File: src/rtl/cfg_rf_pkg.sv
`default_nettype none
// ============================================================================
// Module      : cfg_rf_pkg
// Description : Shared constants for the configuration register file.
// Revision    : 1.0
// ============================================================================
package cfg_rf_pkg;

    localparam int DEF_DATA_W = 8;
    localparam int DEF_ADDR_W = 4;
    localparam int DEF_DEPTH  = 16;

    localparam int REG_OPA  = 0;
    localparam int REG_OPB  = 1;
    localparam int REG_UART = 2;
    localparam int REG_DIV  = 3;

    localparam logic [7:0] CFG_UART_RST = 8'h81;
    localparam logic [7:0] CFG_DIV_RST  = 8'd32;

    function automatic logic [7:0] reg_rst_val(input int idx);
        case (idx)
            REG_UART: return CFG_UART_RST;
            REG_DIV:  return CFG_DIV_RST;
            default:  return 8'h00;
        endcase
    endfunction

endpackage
`default_nettype wire

File: src/rtl/cfg_reg_file.sv
`default_nettype none
// ============================================================================
// Module      : cfg_reg_file
// Description : Bus-accessible configuration register file with error pulses.
// Revision    : 1.0
// ============================================================================
module cfg_reg_file
    import cfg_rf_pkg::*;
#(
    parameter int               DATA_W  = DEF_DATA_W,
    parameter int               ADDR_W  = DEF_ADDR_W,
    parameter int               DEPTH   = DEF_DEPTH,
    parameter logic [DEPTH-1:0] RO_MASK = '0
) (
    input  logic              CLK,
    input  logic              RST,
    input  logic              WrEn,
    input  logic              RdEn,
    input  logic [ADDR_W-1:0] Address,
    input  logic [DATA_W-1:0] WrData,
    output logic [DATA_W-1:0] RdData,
    output logic              Rd_D_Vid,
    output logic              Err,
    output logic [DATA_W-1:0] oprand_A,
    output logic [DATA_W-1:0] oprand_B,
    output logic [DATA_W-1:0] uart_config,
    output logic [DATA_W-1:0] Div_ratio,
    output logic [1:0]        Cfg_Upd
);

    logic [DATA_W-1:0] r_regs [DEPTH];
    logic [DATA_W-1:0] r_rd_data;
    logic              r_rd_vld;
    logic              r_err;
    logic [1:0]        r_cfg_upd;

    logic [DEPTH-1:0]  w_sel;
    logic              w_in_range;
    logic              w_ro_hit;
    logic              w_coll;
    logic              w_wr_ok;
    logic              w_rd_ok;
    logic              w_rng_err;
    logic              w_ro_err;
    logic [DATA_W-1:0] w_rd_val;

    // One-hot decode avoids indexing RO_MASK or the array with an out-of-range address.
    genvar gi;
    generate
        for (gi = 0; gi < DEPTH; gi++) begin : g_dec
            assign w_sel[gi] = (Address == ADDR_W'(gi));
        end
    endgenerate

    assign w_in_range = |w_sel;
    assign w_ro_hit   = |(w_sel & RO_MASK);

    assign w_coll    = WrEn & RdEn;
    assign w_wr_ok   = WrEn & ~RdEn & w_in_range & ~w_ro_hit;
    assign w_rd_ok   = RdEn & ~WrEn & w_in_range;
    assign w_rng_err = (WrEn ^ RdEn) & ~w_in_range;
    assign w_ro_err  = WrEn & ~RdEn & w_in_range & w_ro_hit;

    always_comb begin
        w_rd_val = '0;
        for (int i = 0; i < DEPTH; i++) begin
            if (w_sel[i]) begin
                w_rd_val = r_regs[i];
            end
        end
    end

    always_ff @(posedge CLK or negedge RST) begin
        if (!RST) begin
            for (int i = 0; i < DEPTH; i++) begin
                r_regs[i] <= DATA_W'(reg_rst_val(i));
            end
            r_rd_data <= '0;
            r_rd_vld  <= 1'b0;
            r_err     <= 1'b0;
            r_cfg_upd <= 2'b00;
        end else begin
            if (w_wr_ok) begin
                for (int i = 0; i < DEPTH; i++) begin
                    if (w_sel[i]) begin
                        r_regs[i] <= WrData;
                    end
                end
            end
            if (w_rd_ok) begin
                r_rd_data <= w_rd_val;
            end
            r_rd_vld  <= w_rd_ok;
            r_err     <= w_coll | w_rng_err | w_ro_err;
            // Pulses on every accepted write, even if the value is unchanged.
            r_cfg_upd <= {w_wr_ok & w_sel[REG_DIV], w_wr_ok & w_sel[REG_UART]};
        end
    end

    assign RdData      = r_rd_data;
    assign Rd_D_Vid    = r_rd_vld;
    assign Err         = r_err;
    assign Cfg_Upd     = r_cfg_upd;
    assign oprand_A    = r_regs[REG_OPA];
    assign oprand_B    = r_regs[REG_OPB];
    assign uart_config = r_regs[REG_UART];
    assign Div_ratio   = r_regs[REG_DIV];

endmodule
`default_nettype wire

File: config.mk
export PLATFORM = sky130hd
export DESIGN_NAME = cfg_reg_file
export DESIGN_NICKNAME = d
export VERILOG_FILES = /design/src/rtl/cfg_rf_pkg.sv /design/src/rtl/cfg_reg_file.sv
export SDC_FILE = /design/constraint.sdc
export NUM_CORES = 1
export LEC_CHECK = 0
export ABC_AREA = 1
export ABC_CLOCK_PERIOD_IN_PS = 3800
export CAP_MARGIN = 20
export CORE_UTILIZATION = 60
export CTS_BUF_LIST = sky130_fd_sc_hd__clkbuf_16
export DETAILED_ROUTE_END_ITERATION = 10
export GPL_TIMING_DRIVEN = 0
export PLACE_DENSITY = 0.9
export SETUP_SLACK_MARGIN = 0.1
export SYNTH_ARGS = -nofsm -noshare
export SYNTH_HDL_FRONTEND = slang
export SYNTH_SLANG_ARGS = --single-unit
File: constraint.sdc
create_clock -name CLK -period 3.8 [get_ports CLK]
set_input_delay 0.76 -clock CLK [delete_from_list [all_inputs] [get_ports CLK]]
set_output_delay 0.76 -clock CLK [all_outputs]
set_load 0.01 [all_outputs]
* Word level (Yosys, flattened, before mapping)
Index checks and enable logic that the tools add are counted.
Storage, ports and cells: bits in registers 140, bits in latches 0, bits in writable memories 0, bits in read-only memories 0, bits of input ports 16, output and inout port bits 44, logic and storage cells 82, memories kept 0
Operators by class: $add $sub $neg 0, $mul 0, div/mod/pow operators 0, magnitude comparators 0, equal/unequal tests 15, shifts and indexed selects 0, mux-type cells 16, bitwise logic cells 13, reduce and logical (&&, ||, !) cells 18
Operators with widths (number):
- 2-to-1 mux 8 bit | 16
- equality test 4 bit (second input constant) | 8
- AND reduction 2 bit | 16
- equality test 4 x 3 -> 1 bit (second input constant) | 4
- OR reduction 16 bit | 1
- bitwise AND 1 bit | 8
- equality test 4 x 2 -> 1 bit (second input constant) | 2
- equality test 4 x 1 -> 1 bit (second input constant) | 1
- zero test 4 bit | 1
- inverter 1 bit | 3
- OR 1 bit | 1
- XOR 1 bit | 1

* Depth between registers and ports, before layout
Gate-level depths: netlist of the first run.
depth after elaboration 17, mapped depth 15

* Worst setup path before layout of the first run
Ideal clock, no wire load.
path kind input port to flip-flop, start point input port Address[3], end point register r_rd_data[3] (netlist: RdData[3]), library setup time 116 ps, data arrival time 1843 ps, data required time 3684 ps, path slack 1840 ps, stages 14, buffers on the path 0, cell sequence inv_1 -> nand2_1 -> nor2_4 -> inv_1 -> nor2_1 -> nor2_1 -> nand2_1 -> nand3_1 -> nand2_1 -> nand3_1 -> nor2_1 -> nand3_1 -> nand2_1 -> nand2_1
Between the ends: word-level cells in the longest chain between the ends 17
Ends and longest elaborated chain:
- from (decl) | line cfg_reg_file.sv:19 | input logic [ADDR_W-1:0] Address,
- zero test 4 bit | line cfg_reg_file.sv:51 | assign w_sel[gi] = (Address == ADDR_W'(gi));
- 2-to-1 mux 8 bit (16 in a row) | line cfg_reg_file.sv:67 | if (w_sel[i]) begin
- to (signal assigned) | line cfg_reg_file.sv:91 | r_rd_data <= w_rd_val;
- to (decl) | line cfg_reg_file.sv:32 | logic [DATA_W-1:0] r_rd_data;
Parallel ways exist; a longest one is shown, timed or not. A chain may end at the register's enable or synchronous reset.

* Worst setup path after layout of the first run
start point input port Address[1], end point register r_rd_data[6] (netlist: RdData[6])
The elaborated chain is that of the path after synthesis.

==> flow_results.xml, run 1 <==
<?xml version="1.0" encoding="UTF-8"?>
<metrics>
  <group name="status">
    <metric name="run_status" unit="">finished, final reports clean</metric>
  </group>
  <group name="cts">
    <metric name="cts_max_level" unit="">4</metric>
    <metric name="cts_tree" unit="">built</metric>
    <metric name="cts.sink_count" unit="">140</metric>
    <metric name="cts.root.buffer_cell" unit="">clkbuf_16</metric>
    <metric name="clk_latency" unit="ns">0.42</metric>
    <metric name="clk_pin_slew" unit="ns">0.06</metric>
    <metric name="cts_buffers" unit="">17</metric>
    <metric name="post-cts-setup-buffer-count" unit="">0</metric>
    <metric name="post_cts_resize_count" unit="">0</metric>
    <metric name="cts-hold-fix-buffers" unit="">0</metric>
    <metric name="clock_path_buffers" unit="">2</metric>
  </group>
  <group name="detailed_routing">
    <metric name="first_pass_iters" unit="">6</metric>
    <metric name="detail-route-antenna-nets" unit="">0</metric>
    <metric name="routed_wire_length_per_instance" unit="um">17.1</metric>
    <metric name="drc_errors" unit="">0</metric>
    <metric name="viasPerCell" unit="">5.75</metric>
    <metric name="wl" unit="um">17100</metric>
    <metric name="iter_0_drt_violations" unit="">607</metric>
    <metric name="detailed_route_via_count" unit="">5765</metric>
  </group>
  <group name="worst_setup_path">
    <metric name="setup.worst_path.start_class" unit="">primary input</metric>
    <metric name="critical_path_required" unit="ns">4.12</metric>
    <metric name="critical_path.slowest_cell" unit="">clkdlybuf4s50_1</metric>
    <metric name="crit_path_cell_trace" unit="">clkdlybuf4s50_1 -&gt; inv_1 -&gt; nand2_2 -&gt; nor2_2 -&gt; nand2_1 -&gt; nand3_1 -&gt; nor2_1 -&gt; nand4_1 -&gt; nand2_1 -&gt; nand4_1 -&gt; nor2_1 -&gt; nand4_1 -&gt; nand2_1 -&gt; nand2_1</metric>
    <metric name="critPathMaxFanout" unit="">8</metric>
    <metric name="cpMostUsedCell" unit="">nand2_1</metric>
    <metric name="worst-r2r-cell-count" unit="">10</metric>
    <metric name="worst-setup-path-type" unit="">in -&gt; reg</metric>
    <metric name="cp-end-kind" unit="">flip-flop</metric>
    <metric name="critical_path.max_stage_delay" unit="ns">0.59</metric>
    <metric name="cp_data_arrival_time" unit="ns">3.00</metric>
  </group>
  <group name="power">
    <metric name="p_leak" unit="nW">3.64</metric>
    <metric name="power.density" unit="mW/mm^2">566</metric>
    <metric name="finalPower" unit="W">0.00439</metric>
    <metric name="ir_drop" unit="V">0.000311</metric>
  </group>
  <group name="sta">
    <metric name="setup_slack" unit="ns">1.12</metric>
    <metric name="max_slew_margin" unit="%">51.3</metric>
    <metric name="final.setup.tns" unit="ns">0</metric>
    <metric name="timing.final.setup_violations" unit="">0</metric>
    <metric name="rsz_0062_raised_after_global_routing" unit="">no</metric>
    <metric name="hold_viol" unit="">0</metric>
    <metric name="slew_viol_final" unit="">0</metric>
    <metric name="finalHoldWorstSlack" unit="ns">0.225</metric>
    <metric name="tightestPinTransition" unit="ns">0.730</metric>
    <metric name="finClkSkew" unit="ns">0.00595</metric>
    <metric name="min_period" unit="ns">2.68</metric>
    <metric name="timing.final.crit_share" unit="%">70.5</metric>
    <metric name="max_freq" unit="GHz">0.373</metric>
  </group>
  <group name="placed_design">
    <metric name="portBuffers" unit="">59</metric>
    <metric name="place.gp.congestion" unit="">0.886</metric>
    <metric name="detailedPlace.worstSlack" unit="ns">0.858</metric>
    <metric name="postPlaceCellArea" unit="sq mm">0.00718</metric>
    <metric name="place_hpwl" unit="um">11400</metric>
  </group>
  <group name="die">
    <metric name="start_util" unit="%">61.9</metric>
    <metric name="pin_count" unit="">60</metric>
    <metric name="die_y" unit="um">105</metric>
    <metric name="fp.dieW" unit="um">105</metric>
    <metric name="core_rows" unit="">37</metric>
    <metric name="die-area" unit="sq mm">0.0111</metric>
    <metric name="floorplan.core_area" unit="sq mm">0.0103</metric>
  </group>
  <group name="global_route">
    <metric name="track_usage" unit="%">33.7</metric>
    <metric name="grt_overflow" unit="">0</metric>
    <metric name="first_pass_grt_wire_length" unit="um">28100</metric>
    <metric name="antenna_found_initial" unit="">0</metric>
    <metric name="pin_count_of_the_biggest_net_entering_global_routing" unit="">103</metric>
    <metric name="grt_pass1_vias" unit="">5684</metric>
  </group>
  <group name="synth">
    <metric name="ys_types" unit="">21</metric>
    <metric name="synthesis.area_per_instance" unit="sq um">8.24</metric>
    <metric name="syn_nets" unit="">794</metric>
    <metric name="postSynthRegisterBits" unit="">140</metric>
    <metric name="ys_seq_area_share" unit="%">54.9</metric>
    <metric name="syn_area" unit="sq mm">0.00639</metric>
    <metric name="synth-warning-count" unit="">0</metric>
    <metric name="synthesized_instance_count" unit="">775</metric>
  </group>
  <group name="layout">
    <metric name="design.final.nets" unit="">873</metric>
    <metric name="area_growth" unit="%">21.5</metric>
    <metric name="fillCellCount" unit="">640</metric>
    <metric name="antennaDiodeCount" unit="">0</metric>
    <metric name="final_common_cell" unit="">nand2_1</metric>
    <metric name="final_area" unit="sq mm">0.00776</metric>
    <metric name="layout-drive-gt1-share" unit="%">10.4</metric>
    <metric name="most-common-layout-cells" unit="">nand2_1 (267), dfrtp_1 (137), o21ai_0 (127), clkdlybuf4s50_1 (58), nor2_1 (52)</metric>
    <metric name="multiInputGateArea" unit="sq mm">0.00233</metric>
    <metric name="regArea" unit="sq mm">0.00351</metric>
  </group>
  <group name="flow_run">
    <metric name="cap_violations" unit="">0</metric>
  </group>
  <group name="worst_hold_path">
    <metric name="min_path_type" unit="">in -&gt; async</metric>
  </group>
</metrics>
[critical path: cells and delay by family]
kind | cells | cell delay, ns
buf+inv | 2 | 0.70
simple gates | 12 | 1.52
[metrics by stage]
| step | util [%] | cells |
|---|---|---|
| 6_report | 75.2 | 1003 |
| 5_1_grt | 75.2 | 1003 |
| 2_1_floorplan | - | 775 |
| 3_5_place_dp | 69.5 | 971 |
| 4_1_cts | 75.2 | 1003 |
| 3_3_place_gp | 69.2 | 970 |
[Yosys cell counts (all sizes together)]
cell / instances / area [sq um]
nand2: 270 / 1020
o21a: 1 / 7.51
a21oi: 16 / 80.1
ha: 3 / 37.5
dfrtp: 137 / 3430
nand4: 20 / 125
nand3: 18 / 90.1
o21ai: 127 / 636
dfstp: 3 / 78.8
clkbuf: 24 / 90.1
nor2: 67 / 319
buf: 37 / 272
nor3b: 1 / 7.51
or2: 1 / 6.26
inv: 50 / 188
[flip-flops by register name, indices dropped and copies added, names as in the netlist]
register,count
Cfg_Upd,2
Div_ratio,8
Err,1
RdData,8
Rd_D_Vid,1
oprand_A,8
oprand_B,8
r_regs,96
uart_config,8
[logic make-up after synthesis]
logic type | count (synthesis) | synth area share, %
DFF | 140 | 54.9
buffers and inverters | 111 | 8.60
AOI/OAI and AO/OA | 144 | 11.3
adders and majority gates | 3 | 0.588
and+or+nand+nor | 377 | 24.6
[routing by layer]
metal | wire, um | up-vias | part of all wire (%) | GRT usage [%]
met2 | 8300 | 359 | 48 | 53.5
met3 | 1320 | 78 | 7.7 | 8.23
met5 | 0 | - | 0 | 0
met1 | 6520 | 2716 | 38 | 41.1
li1 | - | 2612 | - | -
met4 | 1010 | 0 | 5.9 | 22.3
[path summary, 6_finish.rpt]
kind | from | to | slack (ns)
max | Address[1] | RdData[6]$_DFFE_PN0P_ | 1.12
min | RST | oprand_B[2]$_DFFE_PN0P_ | 0.22
max reg2reg | uart_config[6]$_DFFE_PN0P_ | RdData[6]$_DFFE_PN0P_ | 2.05
min reg2reg | RdData[3]$_DFFE_PN0P_ | RdData[3]$_DFFE_PN0P_ | 0.48
max in group asynchronous | RST | RdData[3]$_DFFE_PN0P_ | 2.76
min in group CLK | RdData[3]$_DFFE_PN0P_ | RdData[3]$_DFFE_PN0P_ | 0.48
[area by class of cell]
class | count | area share (%)
Clock inverter | 15 | 2.03
Inverter | 50 | 2.42
Buffer | 61 | 4.66
Clock buffer | 17 | 5.48
Timing Repair Buffer | 60 | 7.98
Tap cell | 136 | 2.19
Sequential cell | 140 | 45.2
Multi-Input combinational cell | 524 | 30.0
[power by group]
part	internal [W]	switching (W)	total [W]
combinational	0.000387	0.000399	0.000786
sequential	0.00177	0.000185	0.00196
clock	0.00102	0.000631	0.00165
total	0.00317	0.00122	0.00439
Power figures use the tool's default switching activity.
==> run 2, diff against run 1 <==
Settings changed: ABC_CLOCK_PERIOD_IN_PS 3800 to 2180, CORE_UTILIZATION 60 to 52, PLACE_DENSITY 0.9 to 0.83.
Clock period 3.8 ns to 2.18 ns, I/O delays scaled along.
==> run 2 against run 1 <==
Compared with the run above: utilization down 9.8 points; worst hold slack better by 0.26 ns; critical path depth down 12; routed wire length down 3.4%; flip-flop and latch count unchanged; non-clock buffer count up 1; global-route usage down 5.9 points; first-iteration DRC count up 9.6%; count of clock-buffer cells in the layout unchanged; final cell count up 1.2%; combinational power up 70%; largest cell class unchanged; sequential share of layout area down 0.54 points.
==> flow_results.xml, run 2 (synthesis results as in run 1) <==
<?xml version="1.0" encoding="UTF-8"?>
<metrics>
  <group name="status">
    <metric name="run_status" unit="">finished, final reports clean</metric>
  </group>
  <group name="worst_setup_path">
    <metric name="worst-r2r-cell-count" unit="">10</metric>
    <metric name="critical_path_required" unit="ns">1.74</metric>
    <metric name="worst_r2r_endpoint" unit="">RdData[4]$_DFFE_PN0P_</metric>
    <metric name="worst-setup-path-type" unit="">reg -&gt; out</metric>
    <metric name="setup.reg_to_reg.worst_slack" unit="ns">0.47</metric>
    <metric name="r2r_start" unit="">oprand_B[4]$_DFFE_PN0P_</metric>
    <metric name="setup.worst_path.start_class" unit="">flip-flop</metric>
    <metric name="cp_data_arrival_time" unit="ns">1.60</metric>
    <metric name="critPathMaxFanout" unit="">3</metric>
    <metric name="cp-end-kind" unit="">output port</metric>
  </group>
  <group name="flow_run">
    <metric name="cap_violations" unit="">0</metric>
  </group>
  <group name="layout">
    <metric name="max_flop_register" unit="">r_regs</metric>
    <metric name="layout-drive-gt1-share" unit="%">11.5</metric>
    <metric name="final_cells" unit="">1015</metric>
    <metric name="fillCellCount" unit="">915</metric>
    <metric name="regArea" unit="sq mm">0.00351</metric>
    <metric name="antennaDiodeCount" unit="">0</metric>
    <metric name="most-common-layout-cells" unit="">nand2_1 (265), dfrtp_1 (137), o21ai_0 (127), clkdlybuf4s50_1 (54), nor2_1 (51)</metric>
    <metric name="design.final.nets" unit="">874</metric>
    <metric name="largest_register_ffs" unit="">96</metric>
    <metric name="multiInputGateArea" unit="sq mm">0.00234</metric>
    <metric name="final_common_cell" unit="">nand2_1</metric>
    <metric name="final_area" unit="sq mm">0.00785</metric>
    <metric name="area_growth" unit="%">23.0</metric>
  </group>
  <group name="detailed_routing">
    <metric name="first_pass_iters" unit="">5</metric>
    <metric name="iter_0_drt_violations" unit="">665</metric>
    <metric name="routed_wire_length_per_instance" unit="um">16.3</metric>
    <metric name="viasPerCell" unit="">5.54</metric>
    <metric name="detailed_route_via_count" unit="">5625</metric>
    <metric name="drc_errors" unit="">0</metric>
    <metric name="wl" unit="um">16600</metric>
    <metric name="detail-route-antenna-nets" unit="">0</metric>
  </group>
  <group name="die">
    <metric name="die_y" unit="um">113</metric>
    <metric name="core_rows" unit="">40</metric>
    <metric name="start_util" unit="%">53.2</metric>
    <metric name="fp.dieW" unit="um">113</metric>
    <metric name="floorplan.core_area" unit="sq mm">0.0120</metric>
    <metric name="die-area" unit="sq mm">0.0127</metric>
    <metric name="pin_count" unit="">60</metric>
  </group>
  <group name="placed_design">
    <metric name="portBuffers" unit="">59</metric>
    <metric name="dpl.cell_count" unit="">982</metric>
    <metric name="place_hpwl" unit="um">10900</metric>
    <metric name="postPlaceCellArea" unit="sq mm">0.00719</metric>
    <metric name="place.gp.congestion" unit="">0.912</metric>
  </group>
  <group name="sta">
    <metric name="max_slew_margin" unit="%">55.8</metric>
    <metric name="rsz_0062_raised_after_global_routing" unit="">no</metric>
    <metric name="slew_viol_final" unit="">0</metric>
    <metric name="max_freq" unit="GHz">0.491</metric>
    <metric name="hold_viol" unit="">0</metric>
    <metric name="timing.final.crit_share" unit="%">93.4</metric>
    <metric name="finClkSkew" unit="ns">0.00633</metric>
    <metric name="min_period" unit="ns">2.04</metric>
    <metric name="tightestPinTransition" unit="ns">0.663</metric>
    <metric name="timing.final.setup_violations" unit="">0</metric>
    <metric name="finalHoldWorstSlack" unit="ns">0.480</metric>
  </group>
  <group name="global_route">
    <metric name="track_usage" unit="%">27.8</metric>
    <metric name="pin_count_of_the_biggest_net_entering_global_routing" unit="">93</metric>
    <metric name="grt_overflow" unit="">0</metric>
    <metric name="first_pass_grt_wire_length" unit="um">26800</metric>
    <metric name="antenna_found_initial" unit="">0</metric>
    <metric name="grt_pass1_vias" unit="">5344</metric>
  </group>
  <group name="power">
    <metric name="p_leak" unit="nW">3.69</metric>
    <metric name="finalPower" unit="W">0.00791</metric>
    <metric name="power.density" unit="mW/mm^2">1010</metric>
    <metric name="ir_drop" unit="V">0.000535</metric>
  </group>
  <group name="worst_hold_path">
    <metric name="holdCritStartpoint" unit="">RdData[6]$_DFFE_PN0P_</metric>
    <metric name="min_path_type" unit="">reg -&gt; reg</metric>
    <metric name="min_delay_path_depth" unit="">2</metric>
    <metric name="min_delay_worst_endpoint" unit="">RdData[6]$_DFFE_PN0P_</metric>
  </group>
  <group name="cts">
    <metric name="cts.sink_count" unit="">140</metric>
    <metric name="cts_max_level" unit="">4</metric>
    <metric name="cts_tree" unit="">built</metric>
    <metric name="cts_buffers" unit="">17</metric>
    <metric name="clk_pin_slew" unit="ns">0.06</metric>
    <metric name="clock_path_buffers" unit="">2</metric>
    <metric name="cts.root.buffer_cell" unit="">clkbuf_16</metric>
    <metric name="clk_latency" unit="ns">0.42</metric>
  </group>
</metrics>
==> run 2: changes by cell type in the layout (fill, tap and decap cells not counted), moves of 3 or more <==
cell / previous run / this run
clkbuf_2: 0 / 3
clkdlybuf4s50_1: 58 / 54
clkinv_4: 0 / 5
clkinvlp_4: 5 / 2
==> run 2: worst max-delay path, stage by stage, from the launching register on <==
cell and delay (ns):
dfstp_2 0.55, buf_4 0.10, clkdlybuf4s50_1 0.52
==> run 2: what timing repair did <==
item | 4_1_cts | 5_1_grt
setup buffers | 0 | 0
pin swaps | 1 | 0
resized for setup | 8 | 9
endpoints found under the setup margin | 70 | 36
endpoints found under the hold margin | 47 | 0
hold buffers | 1 | 0
==> run 2: how the worst max path moves through the flow <==
stage / from / endpoint / slack [ns] / depth (start not counted)
2_1_floorplan: Address[3] / RdData[3]$_DFFE_PN0P_ / 0.54 / 14
3_3_place_gp: RST / oprand_B[1]$_DFFE_PN0P_ / -4.76 / 1
3_5_place_dp: Address[1] / RdData[6]$_DFFE_PN0P_ / -0.49 / 14
4_1_cts: RdEn / r_regs[41]$_DFFE_PN0P_ / 0.12 / 7
5_1_grt: RdEn / r_regs[1]$_DFFE_PN0P_ / 0.1 / 7
6_report: uart_config[0]$_DFFE_PN1P_ / uart_config[0] / 0.14 / 2
==> run 2: final cells by class <==
| cell class | count | area share (%) |
|---|---|---|
| Inverter | 50 | 2.39 |
| Clock buffer | 17 | 5.42 |
| Multi-Input combinational cell | 524 | 29.8 |
| Timing Repair Buffer | 61 | 7.86 |
| Clock inverter | 15 | 2.84 |
| Tap cell | 147 | 2.34 |
| Buffer | 61 | 4.67 |
| Sequential cell | 140 | 44.7 |
==> run 2: routing by layer <==
| layer | share of wire (%) | up-vias | track usage, % |
|---|---|---|---|
| met5 | 0 | - | 0 |
| met4 | 3.6 | 0 | 14.5 |
| met3 | 5.8 | 46 | 5.62 |
| met2 | 49 | 253 | 45.2 |
| met1 | 42 | 2713 | 35.5 |
| li1 | - | 2613 | - |
==> run 2: stage by stage <==
stage          TNS, ns  setup WS (ns)  utilization, %
2_1_floorplan        0          0.544               -
3_3_place_gp   -693.70          -4.76            59.6
3_5_place_dp    -37.14         -0.487            59.9
4_1_cts              0          0.124            65.4
5_1_grt              0         0.0997            65.4
6_report             0          0.144            65.4
==> run 2: report_power, final <==
group          internal (W)  leakage, nW  switching (W)
clock network       0.00203        0.310        0.00115
logic              0.000673         1.58       0.000662
registers           0.00309         1.80       0.000309
total               0.00579         3.69        0.00212
